--- config.mk ---
export PLATFORM = sky130hd
export DESIGN_NAME = linear_fifo
export DESIGN_NICKNAME = d
export VERILOG_FILES = /design/src/rtl/linear_fifo.sv
export SDC_FILE = /design/constraint.sdc
export NUM_CORES = 1
export LEC_CHECK = 0
export ABC_AREA = 1
export BUFFER_PORTS_ARGS = -buffer_cell sky130_fd_sc_hd__buf_2
export CORE_UTILIZATION = 25
export DETAILED_ROUTE_END_ITERATION = 10
export GPL_TIMING_DRIVEN = 0
export PLACE_DENSITY = 0.54
export SETUP_SLACK_MARGIN = 0.3
export SYNTH_ARGS = -nofsm -noshare
export SYNTH_HDL_FRONTEND = slang
export SYNTH_SLANG_ARGS = --single-unit
--- constraint.sdc ---
create_clock -name clk -period 2.22 [get_ports clk]
set_input_delay 0.111 -clock clk [delete_from_list [all_inputs] [get_ports clk]]
set_output_delay 0.111 -clock clk [all_outputs]
set_load 0.05 [all_outputs]
--- src/rtl/linear_fifo.sv ---
// linear_fifo: synchronous first-word fall-through FIFO with wrap-around
// pointers and optional sticky error flags.
//
// Optional feature macro: LINEAR_FIFO_ERR_FLAGS_EN
//   defined   -> overflow/underflow are sticky registers, cleared only by reset
//   undefined -> overflow/underflow are tied to 0
//
// Ports:
//   clk       in   sole clock, rising edge
//   reset     in   synchronous active-low reset
//   push      in   write request
//   pop       in   read request
//   din       in   write data, sampled on an accepted push
//   dout      out  head entry (combinational read of storage[rd_ptr])
//   full      out  count == DEPTH
//   empty     out  count == 0
//   count     out  number of stored entries
//   overflow  out  sticky: a push was dropped while full
//   underflow out  sticky: a pop was ignored while empty
module linear_fifo #(
    parameter int unsigned WIDTH = 8,
    parameter int unsigned DEPTH = 4
) (
    input  logic                       clk,
    input  logic                       reset,
    input  logic                       push,
    input  logic                       pop,
    input  logic [WIDTH-1:0]           din,
    output logic [WIDTH-1:0]           dout,
    output logic                       full,
    output logic                       empty,
    output logic [$clog2(DEPTH+1)-1:0] count,
    output logic                       overflow,
    output logic                       underflow
);

    localparam int unsigned PTR_W = $clog2(DEPTH);
    localparam int unsigned CNT_W = $clog2(DEPTH + 1);

    logic [WIDTH-1:0] mem [DEPTH];
    logic [PTR_W-1:0] wr_ptr;
    logic [PTR_W-1:0] rd_ptr;
    logic             push_ok;
    logic             pop_ok;

    // Status decode straight from the occupancy count.
    assign full  = (count == CNT_W'(DEPTH));
    assign empty = (count == CNT_W'(0));

    // A pop frees a slot in the same cycle, so push is accepted while full if
    // the pop goes through. Pop while empty never bypasses a simultaneous push.
    assign pop_ok  = pop && !empty;
    assign push_ok = push && (!full || pop_ok);

    assign dout = mem[rd_ptr];

    // Pointer and count state; power-of-two depth makes wrap implicit.
    always_ff @(posedge clk) begin
        if (!reset) begin
            wr_ptr <= '0;
            rd_ptr <= '0;
            count  <= '0;
        end else begin
            if (push_ok) wr_ptr <= wr_ptr + PTR_W'(1);
            if (pop_ok)  rd_ptr <= rd_ptr + PTR_W'(1);
            case ({push_ok, pop_ok})
                2'b10:   count <= count + CNT_W'(1);
                2'b01:   count <= count - CNT_W'(1);
                default: count <= count;
            endcase
        end
    end

    // Storage is intentionally not reset; gated by reset so a push coinciding
    // with reset leaves no trace.
    always_ff @(posedge clk) begin
        if (reset && push_ok) mem[wr_ptr] <= din;
    end

`ifdef LINEAR_FIFO_ERR_FLAGS_EN
    // Sticky error flags; while full, pop_ok equals pop, so !pop_ok marks a drop.
    always_ff @(posedge clk) begin
        if (!reset) begin
            overflow  <= 1'b0;
            underflow <= 1'b0;
        end else begin
            if (push && full && !pop_ok) overflow  <= 1'b1;
            if (pop && empty)            underflow <= 1'b1;
        end
    end
`else
    assign overflow  = 1'b0;
    assign underflow = 1'b0;
`endif

endmodule

Yosys cells after proc, flatten, opt, wreduce, memory -nomap -nowiden
Memory sizes are Yosys's and may differ from the RTL's. A register that Yosys moved wholly into a read port is not among the register bits.
Cells that the tools add are included.
- memory bits (writable): 32
- input bits: 12
- bits in latches: 0
- memory bits (read-only): 0
- output and inout port bits: 15
- register bits after elaboration: 7
- memories kept: 1
- memories (name ; words ; width ; rd ports ; clocked after Yosys merged registers in ; write ports ; line ; source):
    mem ; 4 ; 8 ; 1 ; 1 ; 1 ; 40 ; logic [WIDTH-1:0] mem [DEPTH];
- reduce and logical (&&, ||, !) cells: 8
- add/subtract/negate cells: 4
- bitwise gates (word level): 0
- order comparisons: 0
- divide/modulo/power cells: 0
- shift-type cells: 0
- mux-type cells: 5
- equal/unequal tests: 3
- multiply operators: 0
- operator list (kind ; count):
    $pmux 3 s2 ; 1
    $add 2x1->2 const B ; 2
    $mux 2 ; 2
    $add 3x1->3 const B ; 1
    $eq 3x3->1 const B ; 1
    $logic_and 1x1->1 ; 3
    $logic_not 3->1 ; 1
    $sub 3x1->3 const B ; 1
    $eq 2x1->1 const B ; 1
    $eq 2x2->1 const B ; 1
    $logic_not 1->1 ; 2
    $mux 1 ; 2
    $reduce_bool 2->1 ; 1
    $logic_or 1x1->1 ; 1

Depth between registers and ports, before layout
- depth in word-level cells: 8
- depth in mapped cells: 13

Worst setup path before layout
No wires, ideal clock.
- kind: register to register
- start: register count[2]
- end: register count[2]
- setup time: 0.113 ns
- path buffers: 0
- arrival time: 1.950 ns
- period minus slack after synthesis: 2.063 ns
- data required time: 2.107 ns
- stages on the path, launching flop included: 14
- setup slack: 0.157 ns
- path through: dfxtp_1 inv_1 nand2_1 nand2_1 inv_1 ha_1 inv_1 fa_1 inv_1 nand2_1 nand3_1 nand2_1 nand2_1 nor2_1
- word-level cells in the longest chain between the ends: 7
- ends and longest elaborated chain (item ; line ; source):
    start, declared ; 32 ; output logic [$clog2(DEPTH+1)-1:0] count,
    start signal, assigned ; 67 ; 2'b10: count <= count + CNT_W'(1);
    start signal, assigned ; 68 ; 2'b01: count <= count - CNT_W'(1);
    start signal, assigned ; 69 ; default: count <= count;
    $logic_not 3->1 (*) ; 48 ; assign empty = (count == CNT_W'(0));
    $logic_not 1->1 (*) ; 52 ; assign pop_ok = pop && !empty;
    $logic_and 1x1->1 (*) ; 52 ;
    named net pop_ok ; 44 ; logic pop_ok;
    $logic_or 1x1->1 ; 53 ; assign push_ok = push && (!full || pop_ok);
    $logic_and 1x1->1 ; 53 ;
    $eq 2x1->1 / $eq 2x2->1 (equally long branches) ; 66 ; case ({push_ok, pop_ok})
    $pmux 3 s2 / $reduce_bool 2->1 (equally long branches) ; - ;
Mark *: on every way through the listed nets, which the timed path passes. The rest lies on a longest branch.
A chain may end at the register's enable or synchronous reset.

Worst setup path in the final report
- start: register count[0]
- end: register count[2]
- word-level cells in the longest chain between the ends: 7
- ends and longest elaborated chain (item ; line):
    $logic_not 3->1 ; 48
    $logic_not 1->1 ; 52
    $logic_and 1x1->1 ; 52
    $logic_or 1x1->1 ; 53
    $logic_and 1x1->1 ; 53
    $eq 2x1->1 / $eq 2x2->1 (equally long branches) ; 66
    $pmux 3 s2 / $reduce_bool 2->1 (equally long branches) ; -
Parallel ways exist; a longest one is shown, timed or not.

==> metrics <==
status=complete, no violations; port bufs=24; vias in the first global route=1091; Syn Area/Cell=11.24 µm²; remaining antenna violation count after routing=0; delay-heaviest family, CP=simple AND/OR/NAND/NOR gates; Least-Margin Pin Slew=0.8690 ns; nets=204; CP max stage delay=0.39 ns; first-pass GRT wire length=5388 µm; CTS buffer count=5; Seq/Total Area, Yosys=65.94%; die width=85.20 µm; switch share=42.03%; CP required=2.40 ns; Buf/Inv on CP=2; die area=7258 µm²; filler cell count=687; post-layout util=31.23%; Synth Cell Area=1730 µm²; GRT overflow=0; wire per inst=12.52 µm; initial antenna violation count=0; logic gate share of total power=37.9%; Fin. Hold Viols=0; clock group share of total power=20.1%; slowest stage cell, crit path=fa_1; Pwr per Cell Area=1126 nW/µm²; fmax=559.7 MHz; Cell Int Power=0.001331 W; CTS tree=yes; highest fanout seen on the critical path=6; CP cell instances=nor2_2 -> nand3_2 -> nand2_1 -> ha_1 -> inv_1 -> fa_1 -> inv_1 -> nand2_1 -> nand3_1 -> nand2_1 -> nand2_1 -> nor2_1; post-DP HPWL=2237 µm; Final Cell Area=2039 µm²; share of cells above drive strength 1=25.27%; Antenna Cells=0; Setup Skew=0.01038 ns; drt total wl=3294 µm; total number of H-tree levels=2; DRC Markers=0; total negative setup slack=0 ns; Worst Setup End Kind=flop; final worst path period need=1.787 ns; Core Area=6531 µm²; crit path DAT=1.97 ns; Syn Inst Count=154; CTS root buf=clkbuf_8; Post-DP Area=1954 µm²; Max clock buf depth=2; Finish-stage setup viols=0; Reg power frac=41.9%; Initial Util=26.49%; number of DRC markers in iteration 0=52; die height=85.20 µm; Slew HR=41.85%; worst skew pair latency=0.29 ns; via-per-instance ratio=4.319; Final period util=80.47%; Leak=0.8011 nW; Synth Register Bits=41; hold crit path type=in2reg; Worst setup SP type=flop; routability cong.=0.7062; Boundary Pins=27; area delta synth->final=17.86%; RSZ-0062 raised after global routing=true; Pre-antenna DRT Iters=4; Syn. warnings=0; Peak VDD IR=0.0007696 V; Max Cap Viol=0; DR vias=1136; post-synth cell types=20; P_sw=0.0009649 W; Core Rows=29; max-slew violation count=0; Sinks on Clock Net=41; Total GRT Usage=10.10%; kind of critical path=reg2reg; Critical Path Most Common Cell=nand2_1; largest net degree at the start of global routing=13; Reg clk slew, reported paths=0.08 ns
-- power groups by stage --
| stage | sequential [W] | combinational (W) | clock (W) |
|---|---|---|---|
| 3_5_place_dp | 0.000982 | 0.000877 | 0 |
| 3_3_place_gp | 0.000983 | 0.000866 | 0 |
| 5_1_grt | 0.000975 | 0.000954 | 0.000504 |
| 4_1_cts | 0.000965 | 0.000879 | 0.000469 |
| 6_report | 0.000963 | 0.000871 | 0.000462 |
| 2_1_floorplan | 0.00104 | 0.000604 | 0 |
-- cell families after synthesis --
logic type	count (synthesis)	synth area share, %
buf+inv	25	6.724
simple gates	50	12.15
flops	41	65.94
compound gates	31	10.20
fa+ha+maj	6	4.772
other cells	1	0.2167
-- path summary, 6_finish.rpt --
| kind | endpoint | cells after the start | startpoint | slack [ns] |
|---|---|---|---|---|
| max reg2reg | count[2] | 12 | count[0] | 0.43 |
| min | mem[3][4] | 1 | din[4] | 0.03 |
| min reg2reg | rd_ptr[1] | 2 | rd_ptr[1] | 0.51 |
| max | count[2] | 12 | count[0] | 0.43 |
-- final cells by class --
cell class              instances  area (µm²)  area share, %
inverters                      21       78.83          3.865
plain buffers                   4       37.54          1.840
flip-flops and latches         41        1145          56.13
clock inverters                 2       11.26         0.5521
well taps                      77       96.34          4.724
multi-input cells              89       481.7          23.62
repair buffers                 24       120.1          5.890
clock buffers                   5       68.82          3.374
-- through the flow --
step | worst slack (ns) | instances | total power (W) | hold slack [ns]
after floorplan | 0.3587 | 155 | 0.001645 | 0.2099
after global placement | 0.4511 | 256 | 0.001849 | 0.3342
after detailed placement | 0.4138 | 256 | 0.001859 | 0.3359
after CTS | 0.3997 | 263 | 0.002313 | 0.02980
after global routing | 0.2878 | 263 | 0.002433 | 0.02353
final | 0.4335 | 263 | 0.002296 | 0.03382
-- synth_stat cells --
library cell / instances / area share, %
ha_1: 5 / 3.6
buf_6: 2 / 1.3
inv_2: 1 / 0.22
o21ai_1: 1 / 0.29
o21ai_0: 14 / 4.0
inv_1: 20 / 4.3
dfxtp_1: 9 / 10
nand2_1: 14 / 3.0
nand3_2: 1 / 0.58
conb_1: 1 / 0.22
o22ai_1: 8 / 2.9
a21oi_1: 5 / 1.4
buf_4: 2 / 0.87
nor2_1: 25 / 5.4
nor2_2: 3 / 1.1
o21ai_2: 3 / 1.5
edfxtp_1: 32 / 56
fa_1: 1 / 1.2
nand3_1: 6 / 1.7
nor3_1: 1 / 0.29
-- per-layer routing --
layer	GRT usage (%)	part of all wire (%)	up-vias
met5	0	0	-
met1	12.11	46	527
met3	3.891	5.0	5
li1	-	-	578
met2	16.72	48	26
met4	3.236	1.2	0
-- layout by cell type, fill, tap and decap left out, types with 5 or more instances in the layout --
cell type / Yosys / routed
a21oi_1: 5 / 5
buf_2: 0 / 24
clkbuf_8: 0 / 5
dfxtp_1: 9 / 6
edfxtp_1: 32 / 32
ha_1: 5 / 5
inv_1: 20 / 20
nand2_1: 14 / 13
nand3_1: 6 / 6
nor2_1: 25 / 24
o21ai_0: 14 / 14
o22ai_1: 8 / 8
-- state kept, by name, summed over array words and instances (netlist names), named ones only --
signal / cells
mem: 32
count: 3
rd_ptr: 2
wr_ptr: 2
-- repair_timing --
action	in CTS	in global routing
endpoints found under the setup margin	0	9
hold buffers	0	0
resized for setup	0	2
buffers inserted	0	0
Note: power is estimated with default switching activity, not from simulation.
